## src/rtl/traffic_pkg.sv

```systemverilog
// ---------------------------------------------------------------------------
// traffic_pkg
// Shared definitions for the roadside sensor front end:
//   - svc_state_t : service FSM encodings (IDLE / WAITING / SERVING)
//   - default debounce and departure cycle counts
//   - is_one_hot3 : helper used by the light checker on {R, Y, G}
// ---------------------------------------------------------------------------
package traffic_pkg;

    typedef enum logic [1:0] {
        SVC_IDLE    = 2'd0,
        SVC_WAITING = 2'd1,
        SVC_SERVING = 2'd2
    } svc_state_t;

    localparam int DEBOUNCE_CYCLES_DEF = 4;
    localparam int DEPART_CYCLES_DEF   = 8;

    // True when exactly one of the three aspect bits is lit.
    function automatic logic is_one_hot3(input logic [2:0] v);
        return (v == 3'b001) || (v == 3'b010) || (v == 3'b100);
    endfunction

endpackage

```

## src/rtl/sensor_debouncer.sv

```systemverilog
// ---------------------------------------------------------------------------
// sensor_debouncer
// Two-flop synchroniser plus stability counter for the raw loop detector.
// The clean level only follows the synchronised input after it has differed
// from the current clean level for DEBOUNCE_CYCLES consecutive samples.
// Ports:
//   clk        : clock, rising edge
//   rst        : synchronous, active-low reset
//   raw        : raw loop detector (asynchronous, may bounce)
//   clean      : debounced loop level
//   rise_pulse : one-cycle strobe on each rising edge of clean
// ---------------------------------------------------------------------------
module sensor_debouncer
    import traffic_pkg::*;
#(
    parameter int DEBOUNCE_CYCLES = DEBOUNCE_CYCLES_DEF
) (
    input  logic clk,
    input  logic rst,
    input  logic raw,
    output logic clean,
    output logic rise_pulse
);

    localparam int DB_W = $clog2(DEBOUNCE_CYCLES + 1);
    localparam logic [DB_W-1:0] DB_LAST = DB_W'(DEBOUNCE_CYCLES - 1);

    logic            r_s1;
    logic            r_s2;
    logic            r_clean;
    logic            r_clean_d;
    logic [DB_W-1:0] r_cnt;

    always_ff @(posedge clk) begin
        if (!rst) begin
            r_s1      <= 1'b0;
            r_s2      <= 1'b0;
            r_clean   <= 1'b0;
            r_clean_d <= 1'b0;
            r_cnt     <= '0;
        end else begin
            r_s1      <= raw;
            r_s2      <= r_s1;
            r_clean_d <= r_clean;
            if (r_s2 != r_clean) begin
                // The edge that would bring the count to DEBOUNCE_CYCLES
                // commits the new level instead of storing the count.
                if (r_cnt == DB_LAST) begin
                    r_clean <= r_s2;
                    r_cnt   <= '0;
                end else begin
                    r_cnt <= r_cnt + DB_W'(1);
                end
            end else begin
                r_cnt <= '0;
            end
        end
    end

    assign clean      = r_clean;
    assign rise_pulse = r_clean & ~r_clean_d;

endmodule

```

## src/rtl/traffic_sensor_frontend.sv

```systemverilog
// ---------------------------------------------------------------------------
// traffic_sensor_frontend
// Roadside end of the controller's sensor/lights interface. Debounces the EW
// inductive loop, counts waiting EW vehicles, drains one vehicle every
// DEPART_CYCLES cycles of EW green, requests service through `sensor`, and
// flags illegal light aspect combinations.
// Ports:
//   clk, rst                      : clock (rising) / sync active-low reset
//   loop_raw                      : raw EW loop detector
//   NS_Red/Yellow/Green           : NS aspects from the controller
//   EW_Red/Yellow/Green           : EW aspects from the controller
//   ovf_clr                       : single-cycle clear of queue_overflow
//   sensor                        : vehicle-waiting request (registered)
//   queue_count [CNT_W-1:0]       : vehicles waiting (registered, saturating)
//   queue_overflow                : sticky, arrival lost at saturation
//   light_fault                   : sticky until reset, illegal aspects seen
//   svc_state [1:0]               : 0 IDLE, 1 WAITING, 2 SERVING
// ---------------------------------------------------------------------------
module traffic_sensor_frontend
    import traffic_pkg::*;
#(
    parameter int DEBOUNCE_CYCLES = DEBOUNCE_CYCLES_DEF,
    parameter int DEPART_CYCLES   = DEPART_CYCLES_DEF,
    parameter int QUEUE_DEPTH     = 15,
    parameter int CNT_W           = 4
) (
    input  logic             clk,
    input  logic             rst,
    input  logic             loop_raw,
    input  logic             NS_Red,
    input  logic             NS_Yellow,
    input  logic             NS_Green,
    input  logic             EW_Red,
    input  logic             EW_Yellow,
    input  logic             EW_Green,
    input  logic             ovf_clr,
    output logic             sensor,
    output logic [CNT_W-1:0] queue_count,
    output logic             queue_overflow,
    output logic             light_fault,
    output logic [1:0]       svc_state
);

    localparam int TMR_W = (DEPART_CYCLES > 1) ? $clog2(DEPART_CYCLES) : 1;
    localparam logic [TMR_W-1:0] TMR_LAST = TMR_W'(DEPART_CYCLES - 1);
    localparam logic [CNT_W-1:0] Q_MAX    = CNT_W'(QUEUE_DEPTH);

    logic             w_clean;
    logic             w_rise;
    logic             w_arrive;
    logic             w_depart;
    logic             w_ovf_set;
    logic             w_illegal;
    logic [CNT_W-1:0] w_queue_next;

    logic [TMR_W-1:0] r_tmr;
    logic [CNT_W-1:0] r_queue;
    logic             r_sensor;
    logic             r_ovf;
    logic             r_fault;
    logic             r_chk_en;
    svc_state_t       r_state;

    sensor_debouncer #(
        .DEBOUNCE_CYCLES (DEBOUNCE_CYCLES)
    ) u_debouncer (
        .clk        (clk),
        .rst        (rst),
        .raw        (loop_raw),
        .clean      (w_clean),
        .rise_pulse (w_rise)
    );

    // The rise strobe is only ever high while clean is high; qualifying it
    // with the level keeps the arrival tied to the debounced loop state.
    assign w_arrive = w_rise & w_clean;

    // Departure timer free-runs during EW green, even with an empty queue;
    // it only produces a departure when a vehicle is waiting.
    always_ff @(posedge clk) begin
        if (!rst || !EW_Green) begin
            r_tmr <= '0;
        end else if (r_tmr == TMR_LAST) begin
            r_tmr <= '0;
        end else begin
            r_tmr <= r_tmr + TMR_W'(1);
        end
    end

    assign w_depart = (r_tmr == TMR_LAST) & EW_Green & (r_queue != '0);

    // Simultaneous arrival and departure cancel out.
    always_comb begin
        w_queue_next = r_queue;
        w_ovf_set    = 1'b0;
        if (w_arrive && !w_depart) begin
            if (r_queue < Q_MAX) begin
                w_queue_next = r_queue + CNT_W'(1);
            end else begin
                w_ovf_set = 1'b1;
            end
        end else if (w_depart && !w_arrive) begin
            w_queue_next = r_queue - CNT_W'(1);
        end
    end

    always_ff @(posedge clk) begin
        if (!rst) begin
            r_queue  <= '0;
            r_sensor <= 1'b0;
            r_ovf    <= 1'b0;
        end else begin
            r_queue  <= w_queue_next;
            r_sensor <= (w_queue_next != '0);
            // A lost arrival outranks a clear landing on the same edge.
            if (w_ovf_set) begin
                r_ovf <= 1'b1;
            end else if (ovf_clr) begin
                r_ovf <= 1'b0;
            end
        end
    end

    // Service FSM: looks ahead at queue_next so it moves on the same edge
    // as queue_count.
    always_ff @(posedge clk) begin
        if (!rst) begin
            r_state <= SVC_IDLE;
        end else if (w_queue_next == '0) begin
            r_state <= SVC_IDLE;
        end else if (EW_Green) begin
            r_state <= SVC_SERVING;
        end else begin
            r_state <= SVC_WAITING;
        end
    end

    // Light checker. r_chk_en masks the first edge after reset release so
    // that aspects still settling from the controller's own reset are ignored.
    assign w_illegal = (NS_Green & EW_Green)
                     | ~is_one_hot3({NS_Red, NS_Yellow, NS_Green})
                     | ~is_one_hot3({EW_Red, EW_Yellow, EW_Green});

    always_ff @(posedge clk) begin
        if (!rst) begin
            r_chk_en <= 1'b0;
            r_fault  <= 1'b0;
        end else begin
            r_chk_en <= 1'b1;
            if (r_chk_en && w_illegal) begin
                r_fault <= 1'b1;
            end
        end
    end

    assign sensor         = r_sensor;
    assign queue_count    = r_queue;
    assign queue_overflow = r_ovf;
    assign light_fault    = r_fault;
    assign svc_state      = r_state;

endmodule

```

## config.mk

```make
export PLATFORM = sky130hd
export DESIGN_NAME = traffic_sensor_frontend
export DESIGN_NICKNAME = d
export VERILOG_FILES = /design/src/rtl/traffic_pkg.sv /design/src/rtl/sensor_debouncer.sv /design/src/rtl/traffic_sensor_frontend.sv
export SDC_FILE = /design/constraint.sdc
export NUM_CORES = 1
export LEC_CHECK = 0
export CORE_MARGIN = 2
export CORE_UTILIZATION = 40
export DETAILED_ROUTE_END_ITERATION = 8
export PLACE_DENSITY_LB_ADDON = 0.2
export SYNTH_ARGS = -nofsm -noshare
export SYNTH_HDL_FRONTEND = slang
export SYNTH_HIERARCHICAL = 1
export SYNTH_SLANG_ARGS = --single-unit
```

## constraint.sdc

```tcl
create_clock -name clk -period 2.5 [get_ports clk]
set_clock_uncertainty 0.05 [all_clocks]
set_input_delay 0.375 -clock clk [delete_from_list [all_inputs] [get_ports clk]]
set_output_delay 0.375 -clock clk [all_outputs]
set_load 0.02 [all_outputs]
```

==> run metrics <==
worst setup slack after placement=~0.14 ns; overflow left after global routing=0; reported max-cap violation count=0; number of nets in the synthesized netlist=119; Nets=141; switching share of power=0.2228; Residual DRC=0; vertical die dimension=53.62 um; vias per std cell=5.230; Comb power frac=0.121; number of unique standard cell types used by synthesis=35; fraction of met2 tracks used by global routing=0.2613; total wire length=approximately 1800 um; first-pass iteration count of the detailed router=4; HPWL reported at the end of detailed placement=1394 um; overall routing resource usage=0.1520; latest clock arrival within the worst-skew pair=0.29 ns; number of instances in the synthesized netlist=103; TritonCTS Buffers=3; Crit Reg-Reg Startpoint=queue_count[1]; layer carrying the most global-route usage=met2; highest ir drop seen on vdd=about 310 uV; DP Cell Count=between 100 and 150; detailed-route via count=795; register bit total from synthesis=20; num ports=19; antenna viol nets, final=0; most area-hungry cell type in the Yosys netlist=dfxtp_1; proportion of register bits with asynchronous set or reset after synthesis=0; drt first-iter violations=7; number of pins exceeding their max-slew limit in the final report=0; Leak=0.4706 nW; Worst Path Max Fanout=7; fin worst setup slack=0.3180 ns; clk sinks=20; Final Non-Filler Cells=152; footprint of the multi-input gates=558.0 um^2; pin count of the biggest net entering global routing=18; Fin. Hold Viols=0; startpoint of the tightest hold check path=u_debouncer/r_cnt[0]; Final Critical Period=2.182 ns; sequential fraction of the synthesis area=0.4066; vias in the first global route=about 760; net switching power=0.1311 mW; core region area=2276 um^2; CTS tree=done; Compound-Gate Fraction of Synth Area=0.1855; worst setup path startpoint=queue_count[1]; met3 routing resource usage after global routing=0.03333; post-detailed-route wirelength per cell=11.95 um; largest delay contributor family on the critical path=compound AO/OA/AOI/OAI gates; synthesized-area fraction occupied by adder cells=0.07624; Post-Syn Area per Cell=approximately 9.6 um^2; FP Rows=17; dominant combinational cell family by area after synthesis=simple AND/OR/NAND/NOR gates; slowest stage cell on the critical path=or3b_4; share of synthesized area spent on multiplexers=0.01017; fraction of power consumed by sequential logic=0.567; critical path endpoint category=register; setup repair after global routing missed its margin=no; global-route wire length before repair=between 3000 and 4000 um; achievable clock frequency=between 0.4 and 0.5 GHz; number of fill cells=between 200 and 250; combined flip-flop and latch cell area=400.4 um^2; power share of the clock group=0.312; antenna fix cells=0; final-layout setup total negative slack=0 ns; Synth Warn #=6; quantity of gates resized following cts=0; cts hold-fix bufs=0; count of flip-flops with a built-in enable after synthesis=0; clock transition at the register clock pins on the worst setup and hold paths after CTS=roughly 0.11 ns; delay contributed by the slowest stage of the critical path=0.42 ns; Critical Path Source Type=register; Final setup violation count=0; critical path, cell by cell=inv_1 -> ha_1 -> or3b_4 -> a211o_4 -> o22ai_1 -> o221a_4 -> a21oi_1; post-CTS setup-driven buffer insertion count=0; area growth from synthesis to final layout=24.78%; Initial Utilization=0.4327; root buf cell=clkbuf_4; synth top area cells=dfxtp_1, ha_1, and2_1; portion of the clock cycle consumed by the worst path in the final layout=0.8728; critical path data required time=2.62 ns; GR Layer Usage met1=0.1818; power density relative to cell area=479.0 nW/um^2; layout cells sized above 1=0.09677; share of the core filled with cells=0.5399; area share of the largest cell type after synthesis=0.4066; area of the die=2875 um^2; Max Buffers Root-to-Sink=2; antenna violations before repair=0; Worst Max-Slew Pin Slew=around 0.50 ns; critical path start-end classification=reg -> reg; CTS H-tree depth=1; Placer Congestion=0.7088; cell area after synthesis=984.7 um^2; Top FF cell, synth=dfxtp_1; run status=completed; Critical path buffers and inverters=1; Die Width=approximately 54 um; IO Port Bufs=18; internal portion of total power=approximately 0.46 mW; arrival time at the worst endpoint=approximately 2.3 ns; xor/xnor share of the synthesized area=0.02668; headroom to the max-slew limit=0.6631; simple-gate share of the synthesized area=0.2681; hold crit path type=reg -> reg
## cells in the final DEF (no fill, tap or decap), types with 2 or more instances in the layout
cell type / synthesis / layout
dfxtp_1: 20 / 20
clkdlybuf4s50_1: 0 / 18
nand2_1: 11 / 11
and2_1: 7 / 7
a21oi_1: 7 / 7
nand3_1: 6 / 6
ha_1: 6 / 6
nor2b_1: 5 / 5
nor3_1: 4 / 4
inv_1: 3 / 3
nor4b_1: 3 / 3
clkbuf_4: 0 / 3
o311a_1: 2 / 2
nor2_1: 2 / 2
o21a_1: 2 / 2
nand2b_1: 2 / 2
o21ai_0: 2 / 2
xnor2_1: 2 / 2
## worst register-to-register path, cell delays in order (launching register included)
cell and delay [ns]:
dfxtp_1 0.40, inv_1 0.10, ha_1 0.23, or3b_4 0.42, a211o_4 0.37, o22ai_1 0.21, o221a_4 0.23, a21oi_1 0.06
## sequential cells by signal (all words and copies together) (netlist names)
| name | flops |
|---|---|
| queue_count | 4 |
| u_debouncer/clean | 1 |
| u_debouncer/r_s2 | 1 |
| r_tmr | 3 |
| u_debouncer/r_cnt | 3 |
| queue_overflow | 1 |
| u_debouncer/r_clean_d | 1 |
| r_chk_en | 1 |
| u_debouncer/r_s1 | 1 |
| svc_state | 2 |
| sensor | 1 |
| light_fault | 1 |
## layer usage
layer  share of wire  vias up
met1            0.46      368
li1                -      413
met2            0.50       12
met5               0        -
met4          0.0066        0
met3           0.030        2
## synth_stat cells (2+ instances only)
cell type,instances
a21oi_1,7
and2_1,7
dfxtp_1,20
ha_1,6
inv_1,3
nand2_1,11
nand2b_1,2
nand3_1,6
nor2_1,2
nor2b_1,5
nor3_1,4
nor4b_1,3
o21a_1,2
o21ai_0,2
o311a_1,2
xnor2_1,2
## worst paths after layout
path | end | slack, ns | cells past startpoint
setup / recovery | svc_state[0] | 0.32 | 7
hold / removal | u_debouncer/r_cnt[0] | 0.38 | 1
setup reg to reg | svc_state[0] | 0.32 | 7
hold reg to reg | u_debouncer/r_cnt[0] | 0.38 | 1
## power groups by stage
| stage | Sequential [mW] | Clock (mW) | Combinational (mW) |
|---|---|---|---|
| finish | 0.334 | 0.184 | 0.0711 |
| global route | 0.335 | 0.210 | 0.0777 |
| floorplan | 0.346 | 0 | 0.0321 |
| detailed placement | 0.341 | 0 | 0.0715 |
| CTS | 0.334 | 0.194 | 0.0719 |
| global placement | 0.341 | 0 | 0.0706 |
## final cells by class
| class | count | share of cell area |
|---|---|---|
| sequential | 20 | 0.3259 |
| multi-input combinational | 78 | 0.4542 |
| inverter | 3 | 0.009165 |
| timing repair buffer | 19 | 0.1527 |
| tap | 28 | 0.02851 |
| clock buffer | 4 | 0.02953 |
## metrics by stage
step | hold WS [ns] | area (um^2) | total power, mW
finish | 0.3829 | 1229 | 0.5885
global route | 0.4037 | 1229 | 0.6225
CTS | 0.3910 | 1229 | 0.5997
detailed placement | 0.3709 | 1192 | 0.4128
global placement | 0.3661 | 1192 | 0.4114
floorplan | 0.3527 | 984.7 | 0.3777
## cell families (layout without fill, tap and decap cells)
kind of cell    after synthesis  in the layout
compound gates               23             23
xor+xnor                      3              3
fa+ha+maj                     6              6
buf+inv                       5             26
flops                        20             20
mux                           1              1
simple gates                 45             45
(Power assumes the default switching activity.)
